File: config.mk
export PLATFORM = sky130hd
export DESIGN_NAME = retire_stage
export DESIGN_NICKNAME = d
export VERILOG_FILES = /design/src/rtl/retire_stage.sv
export SDC_FILE = /design/constraint.sdc
export NUM_CORES = 1
export LEC_CHECK = 0
export ABC_AREA = 1
export BUFFER_PORTS_ARGS = -buffer_cell sky130_fd_sc_hd__buf_4
export CAP_MARGIN = 10
export CORE_ASPECT_RATIO = 0.75
export CORE_UTILIZATION = 25
export CTS_CLUSTER_SIZE = 20
export DETAILED_ROUTE_END_ITERATION = 10
export SLEW_MARGIN = 20
export SYNTH_ARGS = -nofsm -noshare
export SYNTH_HDL_FRONTEND = slang
export SYNTH_SLANG_ARGS = --single-unit
File: constraint.sdc
create_clock -name clock -period 1.8 [get_ports clock]
set_input_delay 0.36 -clock clock [delete_from_list [all_inputs] [get_ports clock]]
set_output_delay 0.36 -clock clock [all_outputs]
set_load 0.005 [all_outputs]
File: src/rtl/retire_stage.sv
// In-order retire stage: commits the ROB head combinationally; only a store holds the head in STORE_WAIT until mem_ack.
// ir_stall back-pressures the ROB during stores and forever after halt. Define RETIRE_TRACE_EN to add the writeback trace ports.
module retire_stage #(
  parameter int XLEN       = 32,
  parameter int PREG_IDX_W = 6,
  parameter int CNT_W      = 32
) (
  input  logic                  clock,
  input  logic                  reset,
  input  logic                  retire_en,
  input  logic [PREG_IDX_W:0]   retire_t,
  input  logic [PREG_IDX_W:0]   retire_t_old,
  input  logic [4:0]            dest_reg_idx,
  input  logic                  halt,
  input  logic                  wr_mem,
  input  logic                  take_branch,
  input  logic [XLEN-1:0]       result,
  input  logic [XLEN-1:0]       rs2_value,
  input  logic [XLEN-1:0]       NPC,
  output logic                  ir_stall,
  output logic                  free_en,
  output logic [PREG_IDX_W-1:0] free_tag,
  output logic                  amt_wr_en,
  output logic [4:0]            amt_idx,
  output logic [PREG_IDX_W-1:0] amt_tag,
  output logic                  mem_req,
  output logic [XLEN-1:0]       mem_addr,
  output logic [XLEN-1:0]       mem_data,
  input  logic                  mem_ack,
  output logic                  squash_en,
  output logic [XLEN-1:0]       squash_pc,
  output logic                  halted,
  output logic [CNT_W-1:0]      retired_count
`ifdef RETIRE_TRACE_EN
  ,
  output logic                  trace_valid,
  output logic [4:0]            trace_reg_idx,
  output logic [XLEN-1:0]       trace_data,
  output logic [XLEN-1:0]       trace_npc
`endif
);

  typedef struct packed {
    logic                  valid;
    logic [PREG_IDX_W-1:0] idx;
  } tag_t;

  typedef enum logic [1:0] {
    RUN        = 2'd0,
    STORE_WAIT = 2'd1,
    HALTED     = 2'd2
  } state_e;

  state_e state;
  tag_t   t_new;
  tag_t   t_old;

  logic commit;
  logic store_commit;
  logic store_accept;
  logic go_halt;
  logic squash;

  assign t_new = retire_t;
  assign t_old = retire_t_old;

  always_comb begin
    ir_stall     = 1'b0;
    commit       = 1'b0;
    store_commit = 1'b0;
    store_accept = 1'b0;
    go_halt      = 1'b0;
    squash       = 1'b0;
    case (state)
      RUN: begin
        if (retire_en) begin
          if (halt) begin
            commit  = 1'b1;
            go_halt = 1'b1;
          end else if (wr_mem) begin
            // Stores ignore take_branch and hold the head until the ack.
            ir_stall     = 1'b1;
            store_accept = 1'b1;
          end else begin
            commit = 1'b1;
            squash = take_branch;
          end
        end
      end
      STORE_WAIT: begin
        ir_stall = !mem_ack;
        if (mem_ack) begin
          commit       = 1'b1;
          store_commit = 1'b1;
        end
      end
      default: ir_stall = 1'b1;
    endcase
  end

  // Stores never write the map table; their destination tag is invalid.
  assign free_en   = commit && t_old.valid;
  assign free_tag  = free_en ? t_old.idx : '0;
  assign amt_wr_en = commit && !store_commit && t_new.valid && (dest_reg_idx != 5'd0);
  assign amt_idx   = amt_wr_en ? dest_reg_idx : 5'd0;
  assign amt_tag   = amt_wr_en ? t_new.idx : '0;
  assign squash_en = squash;
  assign squash_pc = squash ? result : '0;

  always_ff @(posedge clock) begin
    if (reset) begin
      state         <= RUN;
      retired_count <= '0;
      mem_req       <= 1'b0;
      mem_addr      <= '0;
      mem_data      <= '0;
      halted        <= 1'b0;
    end else begin
      if (commit) begin
        retired_count <= retired_count + CNT_W'(1);
      end
      case (state)
        RUN: begin
          if (store_accept) begin
            mem_addr <= result;
            mem_data <= rs2_value;
            mem_req  <= 1'b1;
            state    <= STORE_WAIT;
          end else if (go_halt) begin
            halted <= 1'b1;
            state  <= HALTED;
          end
        end
        STORE_WAIT: begin
          if (mem_ack) begin
            mem_req <= 1'b0;
            state   <= RUN;
          end
        end
        HALTED: begin
          halted <= 1'b1;
        end
        default: begin
          mem_req <= 1'b0;
          state   <= RUN;
        end
      endcase
    end
  end

`ifdef RETIRE_TRACE_EN
  assign trace_valid   = commit;
  assign trace_reg_idx = commit ? dest_reg_idx : 5'd0;
  assign trace_data    = !commit ? '0 : (store_commit ? mem_data : result);
  assign trace_npc     = commit ? NPC : '0;
`else
  logic unused_npc;
  assign unused_npc = ^NPC;
`endif

endmodule

==> flow_summary.toml <==
[status]
status = "finished, violations left"
violations = "setup timing"

[setup_path]
cp-start-kind = "flip-flop"
cp.required_ns = 1.44
r2r_start = "state[1]"
cp_max_fo = 32
crit_start = "state[1]"
r2r_end = "retired_count[29]"
crit_arrival_ns = 1.58
slowest_delay_ns = 0.34
worstRegToRegCells = 11
critPathBufInv = 3
cp_slowest_cell = "dfxtp_2"
worstSetupEndpointType = "primary output"
crit_path_cell_trace = "nor2_4 > nand2_2 > nor4_4 > inv_2 > buf_12 > nor2_1 > buf_4"
path_delay_family = "simple AND/OR/NAND/NOR gates"
r2r_slack_ns = 0.10
critPathKind = "flip-flop to primary output"

[logic_synthesis]
ys_warn_count = 0
ys_seq_area_frac = 0.434
synth.most_common_cell = "nor2_1"
ys.flop_type = "dfxtp_1"
yosys-top-cells-area = "dfxtp_1, nor2_1, inv_1"
syn_nets = 802
synthArstFlopShare = 0
ys_types = 29
synthCells = 679
synth_area_um2 = 4610
yosys.area.top_type_share = 0.434
synth_commonest_cells = "nor2_1, dfxtp_1, inv_1"
synth_area_per_cell_um2 = 6.79
yosys_register_bits = 100
synth_top_cell_by_area = "dfxtp_1"
synth-edff-count = 0

[pwr]
clockPowerShare = 0.398
vdd_drop_max_v = 0.000469
p_seq_frac = 0.450
net-switching-power_mw = 1.33
pwr_density_cell_nw_per_um2 = 707
finalPower_mw = 5.19
swShare = 0.257
p_int_mw = 3.86
power_frac_comb = 0.152
leakage_nw = 3.58

[drt]
drc = 0
firstDrtPassIters = 5
vias_per_cell = 4.31
num_vias = 5060
drtIter0Drc = 332
drt_wl_total_um = 15100
detail-route-antenna-nets = 0
wire_per_inst_um = 12.9

[finish]
area_growth_pct = 59.2
diodes = 0
nets = 1049
drive_above_1_share = 0.359
fin_area_um2 = 7340
fin_util = 0.411

[timing]
slew_violations = 0
hold_slack_ns = 0.248
rsz0062_at_grt = "yes"
min_period_over_period = 1.08
setup-tns-final_ns = -5.38
worst_pin_slew_ns = 0.346
finalHoldViolations = 0
fmax_mhz = 516
fin_skew_ns = 0.00650
setup_viol = 48
maxSlewHeadroom = 0.769
final.min_clock_period_ns = 1.94
final.setup.worst_slack_ns = -0.136

[clock_network]
htree_levels = 3
cts-buffers-inserted = 9
cts_sinks = 100
cts_root_buffer = "clkbuf_16"
cts_tree = "yes"
path_clk_slew_ns = 0.08
clock_path_buffers = 2
clock_latency_ns = 0.36

[die]
rows = 42
start_util = 0.258
dieHeight_um = 120
die_w_um = 159
coreArea_um2 = 17900
pin_count = 273
die-area_um2 = 19000

[placement]
placed_area_um2 = 6730
hpwl_um = 11000
gp_congestion = 0.818
port_buffers = 240

[grt]
overflow = 0
antenna_found_initial = 0
grt_pass1_vias = 4474
track_usage = 0.155
grt_max_degree = 72
grt_pass1_wl_um = 23600

[hold_path]
hold_class = "input port to flip-flop"
hold_depth = 3
min_to = "mem_data[23]"
min_from = "rs2_value[23]"

[flow_run]
max_cap_violations = 0
-- worst min-delay path, stage by stage --
cell and delay (ns):
buf_4 0.07, o21ai_0 0.07, nor2_1 0.07
-- kinds of logic (layout without fill, tap and decap cells) --
group	count (synthesis)	count (layout)	share of synthesized area
and+or+nand+nor	305	305	0.284
buffers and inverters	135	386	0.122
AOI/OAI and AO/OA	133	134	0.148
DFF	100	100	0.434
xor gates and xnor gates	5	5	0.00949
adders and majority gates	1	1	0.00271
-- registers in the layout, indices dropped and copies added (netlist names) --
name and count:
state 2, mem_addr 32, halted 1, mem_req 1, mem_data 32, retired_count 32
-- through the flow --
stage	cells	worst slack, ns
after global placement	1146	0.0924
after detailed placement	1146	0.0884
after global routing	1173	-0.249
final	1173	-0.136
after floorplan	679	0.300
after CTS	1170	-0.145
-- area by class of cell --
| cell class | instances | area, um^2 |
|---|---|---|
| Sequential cell | 100 | 2010 |
| Multi-Input combinational cell | 445 | 2210 |
| Timing Repair Buffer | 266 | 2110 |
| Tap cell | 242 | 303 |
| Inverter | 104 | 390 |
| Fill cell | 1876 | 10500 |
| Clock inverter | 6 | 80.1 |
| Clock buffer | 10 | 239 |
-- cell usage in the layout (no fill, tap or decap), types with 2 or more instances in the layout --
cell,count
nand3_2,2
nor3_1,3
nand2_1,78
buf_6,8
o21bai_1,4
nand2_8,2
a31o_4,2
nand2_2,4
nand3_1,20
o21ai_1,2
clkbuf_16,10
and3_1,2
a21oi_1,53
xnor2_1,2
inv_6,2
inv_1,97
nand4_1,9
dfxtp_1,98
buf_12,5
o21ai_0,72
nor2_1,151
nor2_4,11
xor2_1,3
nor2_2,18
buf_4,251
nand3_4,3
inv_2,7
-- how the worst max path moves through the flow --
stage                         end  slack (ns)  cells after the start
floorplan              amt_idx[0]        0.30                      5
CTS                 squash_pc[24]       -0.14                      7
finish              squash_pc[19]       -0.14                      7
detailed placement    free_tag[4]        0.09                      9
global route        squash_pc[10]       -0.25                      7
global placement    squash_pc[26]        0.09                      7
-- power groups by stage --
stage | Combinational [mW] | Clock (mW) | Sequential [mW]
finish | 0.789 | 2.06 | 2.34
global route | 0.866 | 2.23 | 2.35
detailed placement | 0.700 | 0 | 2.39
global placement | 0.696 | 0 | 2.39
CTS | 0.735 | 2.15 | 2.34
floorplan | 0.272 | 0 | 2.40
-- per-layer routing --
| layer | wire [um] | up-vias | GRT usage |
|---|---|---|---|
| met4 | 202 | 0 | 0.0457 |
| met5 | 0 | - | 0 |
| li1 | - | 2611 | - |
| met3 | 1090 | 15 | 0.0446 |
| met1 | 7290 | 2246 | 0.211 |
| met2 | 6510 | 188 | 0.239 |
-- timing repair --
item / in CTS / in global routing
setup endpoints to repair: 48 / 62
setup buffers: 7 / 4
pin swaps: 2 / 1
hold buffers: 0 / 0
gates cloned: 1 / 1
gates resized for setup: 18 / 37
(Power assumes the default switching activity.)
